## src/rtl/pll_reset_sequencer.sv

```systemverilog
`default_nettype none
// ============================================================================
// Module      : pll_reset_sequencer
// Description : Brings a PLL out of reset, waits for a stable lock and then
//               releases the PLL-clocked core. Retries on lock timeout,
//               re-sequences on lock loss, and reports status.
// Revision    : 1.0 - initial release
// ============================================================================
module pll_reset_sequencer #(
  parameter int RST_CYCLES    = 16,
  parameter int LOCK_TIMEOUT  = 4096,
  parameter int SETTLE_CYCLES = 256,
  parameter int CNT_W         = 16
) (
  input  logic       clk,
  input  logic       reset,
  input  logic       pll_lock,
  input  logic       lock_clear,
  output logic       pll_resetb,
  output logic       sys_reset,
  output logic       ready,
  output logic       lock_lost,
  output logic [7:0] retry_count,
  output logic [1:0] state
);

  typedef enum logic [1:0] {
    S_PLLRST   = 2'd0,
    S_WAITLOCK = 2'd1,
    S_SETTLE   = 2'd2,
    S_RUN      = 2'd3
  } state_t;

  // Terminal counts for each timed state (counter runs 0..N-1).
  localparam logic [CNT_W-1:0] c_rst_last    = CNT_W'(RST_CYCLES - 1);
  localparam logic [CNT_W-1:0] c_lock_last   = CNT_W'(LOCK_TIMEOUT - 1);
  localparam logic [CNT_W-1:0] c_settle_last = CNT_W'(SETTLE_CYCLES - 1);

  state_t           r_state;
  state_t           w_next_state;
  logic [CNT_W-1:0] r_cnt;
  logic             r_sync1;
  logic             r_lock_s;
  logic             r_pll_resetb;
  logic             r_sys_reset;
  logic             r_ready;
  logic             r_lock_lost;
  logic [7:0]       r_retry;
  logic             w_timeout;
  logic             w_lock_drop;

  // Two-flop synchroniser for the asynchronous PLL lock indication.
  always_ff @(posedge clk or posedge reset) begin
    if (reset) begin
      r_sync1  <= 1'b0;
      r_lock_s <= 1'b0;
    end else begin
      r_sync1  <= pll_lock;
      r_lock_s <= r_sync1;
    end
  end

  // Next-state decode; lock takes priority over the timeout in WAITLOCK.
  always_comb begin
    w_next_state = r_state;
    w_timeout    = 1'b0;
    w_lock_drop  = 1'b0;
    case (r_state)
      S_PLLRST: begin
        if (r_cnt == c_rst_last) w_next_state = S_WAITLOCK;
      end
      S_WAITLOCK: begin
        if (r_lock_s) begin
          w_next_state = S_SETTLE;
        end else if (r_cnt == c_lock_last) begin
          w_next_state = S_PLLRST;
          w_timeout    = 1'b1;
        end
      end
      S_SETTLE: begin
        if (!r_lock_s)                   w_next_state = S_WAITLOCK;
        else if (r_cnt == c_settle_last) w_next_state = S_RUN;
      end
      S_RUN: begin
        if (!r_lock_s) begin
          w_next_state = S_PLLRST;
          w_lock_drop  = 1'b1;
        end
      end
      default: w_next_state = S_PLLRST;
    endcase
  end

  // State register and shared counter, cleared on every transition.
  always_ff @(posedge clk or posedge reset) begin
    if (reset) begin
      r_state <= S_PLLRST;
      r_cnt   <= '0;
    end else begin
      r_state <= w_next_state;
      if (w_next_state != r_state) r_cnt <= '0;
      else                         r_cnt <= r_cnt + 1'b1;
    end
  end

  // Outputs registered from the next state so they align with the state register.
  always_ff @(posedge clk or posedge reset) begin
    if (reset) begin
      r_pll_resetb <= 1'b0;
      r_sys_reset  <= 1'b1;
      r_ready      <= 1'b0;
    end else begin
      r_pll_resetb <= (w_next_state != S_PLLRST);
      r_sys_reset  <= (w_next_state != S_RUN);
      r_ready      <= (w_next_state == S_RUN);
    end
  end

  // Sticky lock-loss flag (set beats clear) and saturating timeout counter.
  always_ff @(posedge clk or posedge reset) begin
    if (reset) begin
      r_lock_lost <= 1'b0;
      r_retry     <= 8'd0;
    end else begin
      if (w_lock_drop)     r_lock_lost <= 1'b1;
      else if (lock_clear) r_lock_lost <= 1'b0;
      if (w_timeout && (r_retry != 8'hFF)) r_retry <= r_retry + 8'd1;
    end
  end

  assign pll_resetb  = r_pll_resetb;
  assign sys_reset   = r_sys_reset;
  assign ready       = r_ready;
  assign lock_lost   = r_lock_lost;
  assign retry_count = r_retry;
  assign state       = r_state;

endmodule
`default_nettype wire

```

## config.mk

```make
export PLATFORM = sky130hd
export DESIGN_NAME = pll_reset_sequencer
export DESIGN_NICKNAME = d
export VERILOG_FILES = /design/src/rtl/pll_reset_sequencer.sv
export SDC_FILE = /design/constraint.sdc
export NUM_CORES = 1
export LEC_CHECK = 0
export BUFFER_PORTS_ARGS = -buffer_cell sky130_fd_sc_hd__buf_2
export CAP_MARGIN = 20
export CORE_ASPECT_RATIO = 0.75
export CORE_MARGIN = 5
export CORE_UTILIZATION = 38
export CTS_CLUSTER_DIAMETER = 200
export DETAILED_ROUTE_END_ITERATION = 10
export GPL_TIMING_DRIVEN = 0
export PLACE_DENSITY = 0.64
export SYNTH_ARGS = -nofsm -noshare
export SYNTH_HDL_FRONTEND = slang
export SYNTH_SLANG_ARGS = --single-unit
```

## constraint.sdc

```tcl
create_clock -name clk -period 2.2 [get_ports clk]
set_clock_uncertainty 0.15 [all_clocks]
set_input_delay 0.33 -clock clk [delete_from_list [all_inputs] [get_ports clk]]
set_output_delay 0.33 -clock clk [all_outputs]
set_load 0.02 [all_outputs]
```

## Yosys cells after proc, flatten, opt, wreduce, memory -nomap -nowiden

Cells that the tools add are included.

- Register bits after elaboration: 32
- Logic and storage cells: 40
- Latch bits: 0
- Input port bits: 4
- Memory bits (writable): 0
- Memories: 0
- Output and inout port bits: 14
- Bits in read-only memories: 0

- $lt $le $gt $ge: 0
- Divide/modulo/power cells: 0
- Eq/ne operators: 10
- Mux-type cells: 15
- Reduce and logical (&&, ||, !) cells: 4
- Shifts and indexed selects: 0
- Multipliers: 0
- Bitwise gates (word level): 0
- Add/sub/neg operators: 2

Operators with widths:

| operator | count |
|---|---|
| $add 16x1->16 const B | 1 |
| $eq 16x12->1 const B | 1 |
| $eq 16x4->1 const B | 1 |
| $eq 16x8->1 const B | 1 |
| $mux 16 | 1 |
| $mux 2 | 6 |
| $add 8x1->8 const B | 1 |
| $ne 8x8->1 const B | 1 |
| $pmux 2 s4 | 1 |
| $mux 1 | 7 |
| $eq 2x2->1 const B | 3 |
| $reduce_bool 2->1 | 2 |
| $eq 2x1->1 const B | 1 |
| $logic_not 2->1 | 1 |
| $ne 2x2->1 | 1 |
| $ne 2x2->1 const B | 1 |
| $logic_and 1x1->1 | 1 |

## Depth between registers and ports, before layout

- Depth in word-level cells: 6
- Gate-level depth with buffers: 6
- Gate-level depth less buffers: 5

## Least setup slack after synthesis

No wires, ideal clock.

- Path kind: reg2reg
- Start point: register r_cnt[0]
- End point: register r_retry[1], in the netlist retry_count[1]
- Cell stages (with the launch flop): 7
- Arrival time: 1.526 ns
- Required time: 1.925 ns
- Period minus slack after synthesis: 1.801 ns
- Path slack: 0.399 ns
- Path buffers: 1
- Cells stage by stage: dfrtp_1 -> ha_1 -> and3_1 -> buf_2 -> nand3_2 -> nor2_1 -> mux2_2

- Word-level cells in the longest chain between the ends: 5

RTL lines:

| what | line | text |
|---|---|---|
| start, declared | 41 | `logic [CNT_W-1:0] r_cnt;` |
| start signal, assigned | 102 | `else r_cnt <= r_cnt + 1'b1;` |
| $eq 16x12->1 | 75 | `end else if (r_cnt == c_lock_last) begin` |
| $mux 1 | 75 |  |
| $mux 1 | 73 | `if (r_lock_s) begin` |
| $mux 1 | 68 | `case (r_state)` |
| $logic_and 1x1->1 | 127 | `if (w_timeout && (r_retry != 8'hFF)) r_retry <= r_retry + 8'd1;` |
| end signal, assigned | 127 |  |
| end, declared | 48 | `logic [7:0] r_retry;` |

Every way passes these cells.
A chain may end at the register's enable or synchronous reset.

## Worst setup path in the final report

Same ends and word-level chain as after synthesis.

==> impl_metrics.toml <==
[synth]
syn_nets = 150
synth_commonest_cells = "31 x dfrtp_1, 16 x xor2_1, 12 x nand3_1"
yosysTopAreaCellShare = 0.496
synth_ff_type = "dfrtp_1"
ys_warn_count = 0
synth_seq_cells = 32
synth.most_common_cell = "dfrtp_1"
postSynthCellCount = 144
synth_seq_area_share = 0.513
syn-cell-area_sq_um = 1560
synth.area.top_cells = "dfrtp_1 50%, xor2_1 9.0%, nand3_1 3.8%"
avgSynthCellArea_sq_um = 10.9
synth_edf_count = 0
ys_async_sr_fraction = 1.00
synth.distinct_cells = 37
yosysTopAreaCell = "dfrtp_1"

[pwr]
cellLeakagePower_nw = 0.884
power.net_switching_mw = 0.493
power_frac_seq = 0.476
pwr-share-clk = 0.289
internal-power_mw = 1.06
combinationalPowerShare = 0.234
switching_share = 0.317
p_per_area_nw_per_um2 = 843
ir_worst_vdd_uv = 457

[floorplan]
fp.dieH_microns = 65.5
initial_core_util = 0.390
design.die.area_sq_um = 5510
rows = 20
io_pins = 18
die_w_microns = 84.1
core_sq_um = 4000

[clock_network]
numClockSinks = 32
htreeDepth = 2
insertion_delay_ns = 0.28
postCtsSetupRepairBufs = 0
cts_buffers = 5
tritoncts = "yes"
clkTransAtPathRegs_ns = 0.06
cts_root_buf = "clkbuf_8"
clk_path_buf_depth = 2

[route]
drc = 0
drtIter0Drc = 44
avgRoutedWirePerCell_microns = 13.3
wl_microns = 3010
num_vias = 1166
viasPerCell = 5.16
antenna_left = 0
firstDrtPassIters = 4

[finish]
synthToLayoutAreaGrowth_pct = 18.3
n_antenna_cell = 0
design_area_sq_um = 1850
fill_cells = 390
layout.nets = 176
final_util = 0.462
drive_above_1_share = 0.228

[hold_path]
whs_endpoint = "r_sync1$_DFF_PP0_"
hold_start = "pll_lock"
holdPathStages = 1
min_path_type = "input pin to flip-flop"

[critical_path]
rr_endpoint = "retry_count[1]$_DFFE_PP0P_"
reg2reg_from = "r_cnt[0]$_DFF_PP0_"
cp-end-kind = "flip-flop"
cp_max_fo = 10
slowest_stage = "dfrtp_1"
critPathMaxStageDelay_ns = 0.39
critical_path_class = "flip-flop to flip-flop"
path_cells = "ha_1, and3_1, buf_2, nand3_2, nor2_1, mux2_2"
critPathLaunch = "r_cnt[0]$_DFF_PP0_"
startpoint_type = "flip-flop"
r2r_cells = 6
r2r_slack_ns = 0.14
cp.required_ns = 2.21
worstPathArrival_ns = 2.08

[sta]
maxSlewHeadroom = 0.580
worst_pin_slew_ns = 0.629
rsz0062_at_grt = "false"
slew_viol_final = 0
fin_crit_sh = 0.938
post-route-min-period_ns = 2.06
hold_violations = 0
setup_viol = 0
setup_tns_ns = 0
fmax_ghz = 0.485

[global_route]
grt_pass1_vias = 1168
grt_max_degree = 19
antenna_found_initial = 0
grt_pass1_wl_microns = 5310
grt_overflow = 0
grt_usage = 0.122

[placed_design]
gp_congestion = 0.806
dpl_cell_area_sq_um = 1740
hpwlAfterDp_microns = 2280
port_buffers = 17

[run_status]
status = "finished clean"

[flow_run]
max-cap-violations = 0
==> state kept, by name, indices dropped and copies added (netlist names) <==
register,flops
ready,1
r_lock_s,1
state,2
pll_resetb,1
r_cnt,16
r_sync1,1
lock_lost,1
retry_count,8
sys_reset,1
==> critical path: cells and delay by family, from the launching register on <==
family,cells,cell delay (ns)
buf+inv,1,0.24
fa+ha+maj,1,0.21
simple gates,3,0.60
mux,1,0.36
flops,1,0.39
==> worst max-delay path by stage <==
stage | slack, ns | end
2_1_floorplan | 0.40 | retry_count[1]$_DFFE_PP0P_
3_3_place_gp | 0.15 | r_cnt[3]$_DFF_PP0_
3_5_place_dp | 0.09 | r_cnt[8]$_DFF_PP0_
4_1_cts | 0.06 | r_cnt[8]$_DFF_PP0_
5_1_grt | 0.01 | r_cnt[8]$_DFF_PP0_
6_report | 0.14 | retry_count[1]$_DFFE_PP0P_
==> repair_timing <==
| action | 4_1_cts | 5_1_grt |
|---|---|---|
| hold buffers | 1 | 0 |
| endpoints found under the hold margin | 14 | 0 |
| resized for setup | 0 | 1 |
| endpoints found under the setup margin | 0 | 7 |
==> layout make-up <==
class	count	area (sq um)	share of cell area
well taps	55	68.8	0.0372
plain buffers	5	32.5	0.0176
repair buffers	19	123	0.0664
flip-flops and latches	32	802	0.434
inverters	3	11.3	0.00609
multi-input cells	104	721	0.390
clock buffers	8	90.1	0.0487
==> per-stage QoR <==
step                hold WS (ns)  setup slack, ns  power (mW)  std cells
global route             0.00565           0.0126        1.64        226
CTS                      0.00441           0.0649        1.58        226
finish                    0.0102            0.137        1.56        226
floorplan                  0.181            0.399        1.00        144
detailed placement         0.193           0.0868        1.12        217
global placement           0.189            0.153        1.09        216
==> cell usage in the layout, fill, tap and decap left out, drive strengths merged, types with 3 or more instances in the layout <==
cell	Yosys	routed
xnor2	3	3
nand2	4	4
o21ai	5	5
and3	4	4
buf	4	22
a21oi	10	10
nor4	5	5
and4	4	4
clkbuf	1	9
nor3	4	4
nand4	7	7
nor2	10	10
xor2	16	16
dfrtp	31	31
nand3	13	13
inv	3	3
==> logic make-up after synthesis <==
logic type / synth area share
and+or+nand+nor: 0.227
DFF: 0.513
AOI/OAI and AO/OA: 0.0953
xor gates and xnor gates: 0.106
buffers and inverters: 0.0280
muxes: 0.0144
adders and majority gates: 0.0160
==> power by group through the flow <==
stage | logic [mW] | clock network (mW) | registers [mW]
after CTS | 0.372 | 0.467 | 0.738
after floorplan | 0.237 | 0 | 0.762
after detailed placement | 0.368 | 0 | 0.749
final | 0.365 | 0.451 | 0.742
after global routing | 0.402 | 0.492 | 0.750
after global placement | 0.348 | 0 | 0.742
==> layer usage <==
layer	track usage	wire length [microns]	vias to the layer above
li1	-	-	569
met1	0.163	1510	564
met2	0.175	1270	26
met3	0.0476	184	7
met4	0.0522	44	0
met5	0	0	-
(Power assumes the default switching activity.)
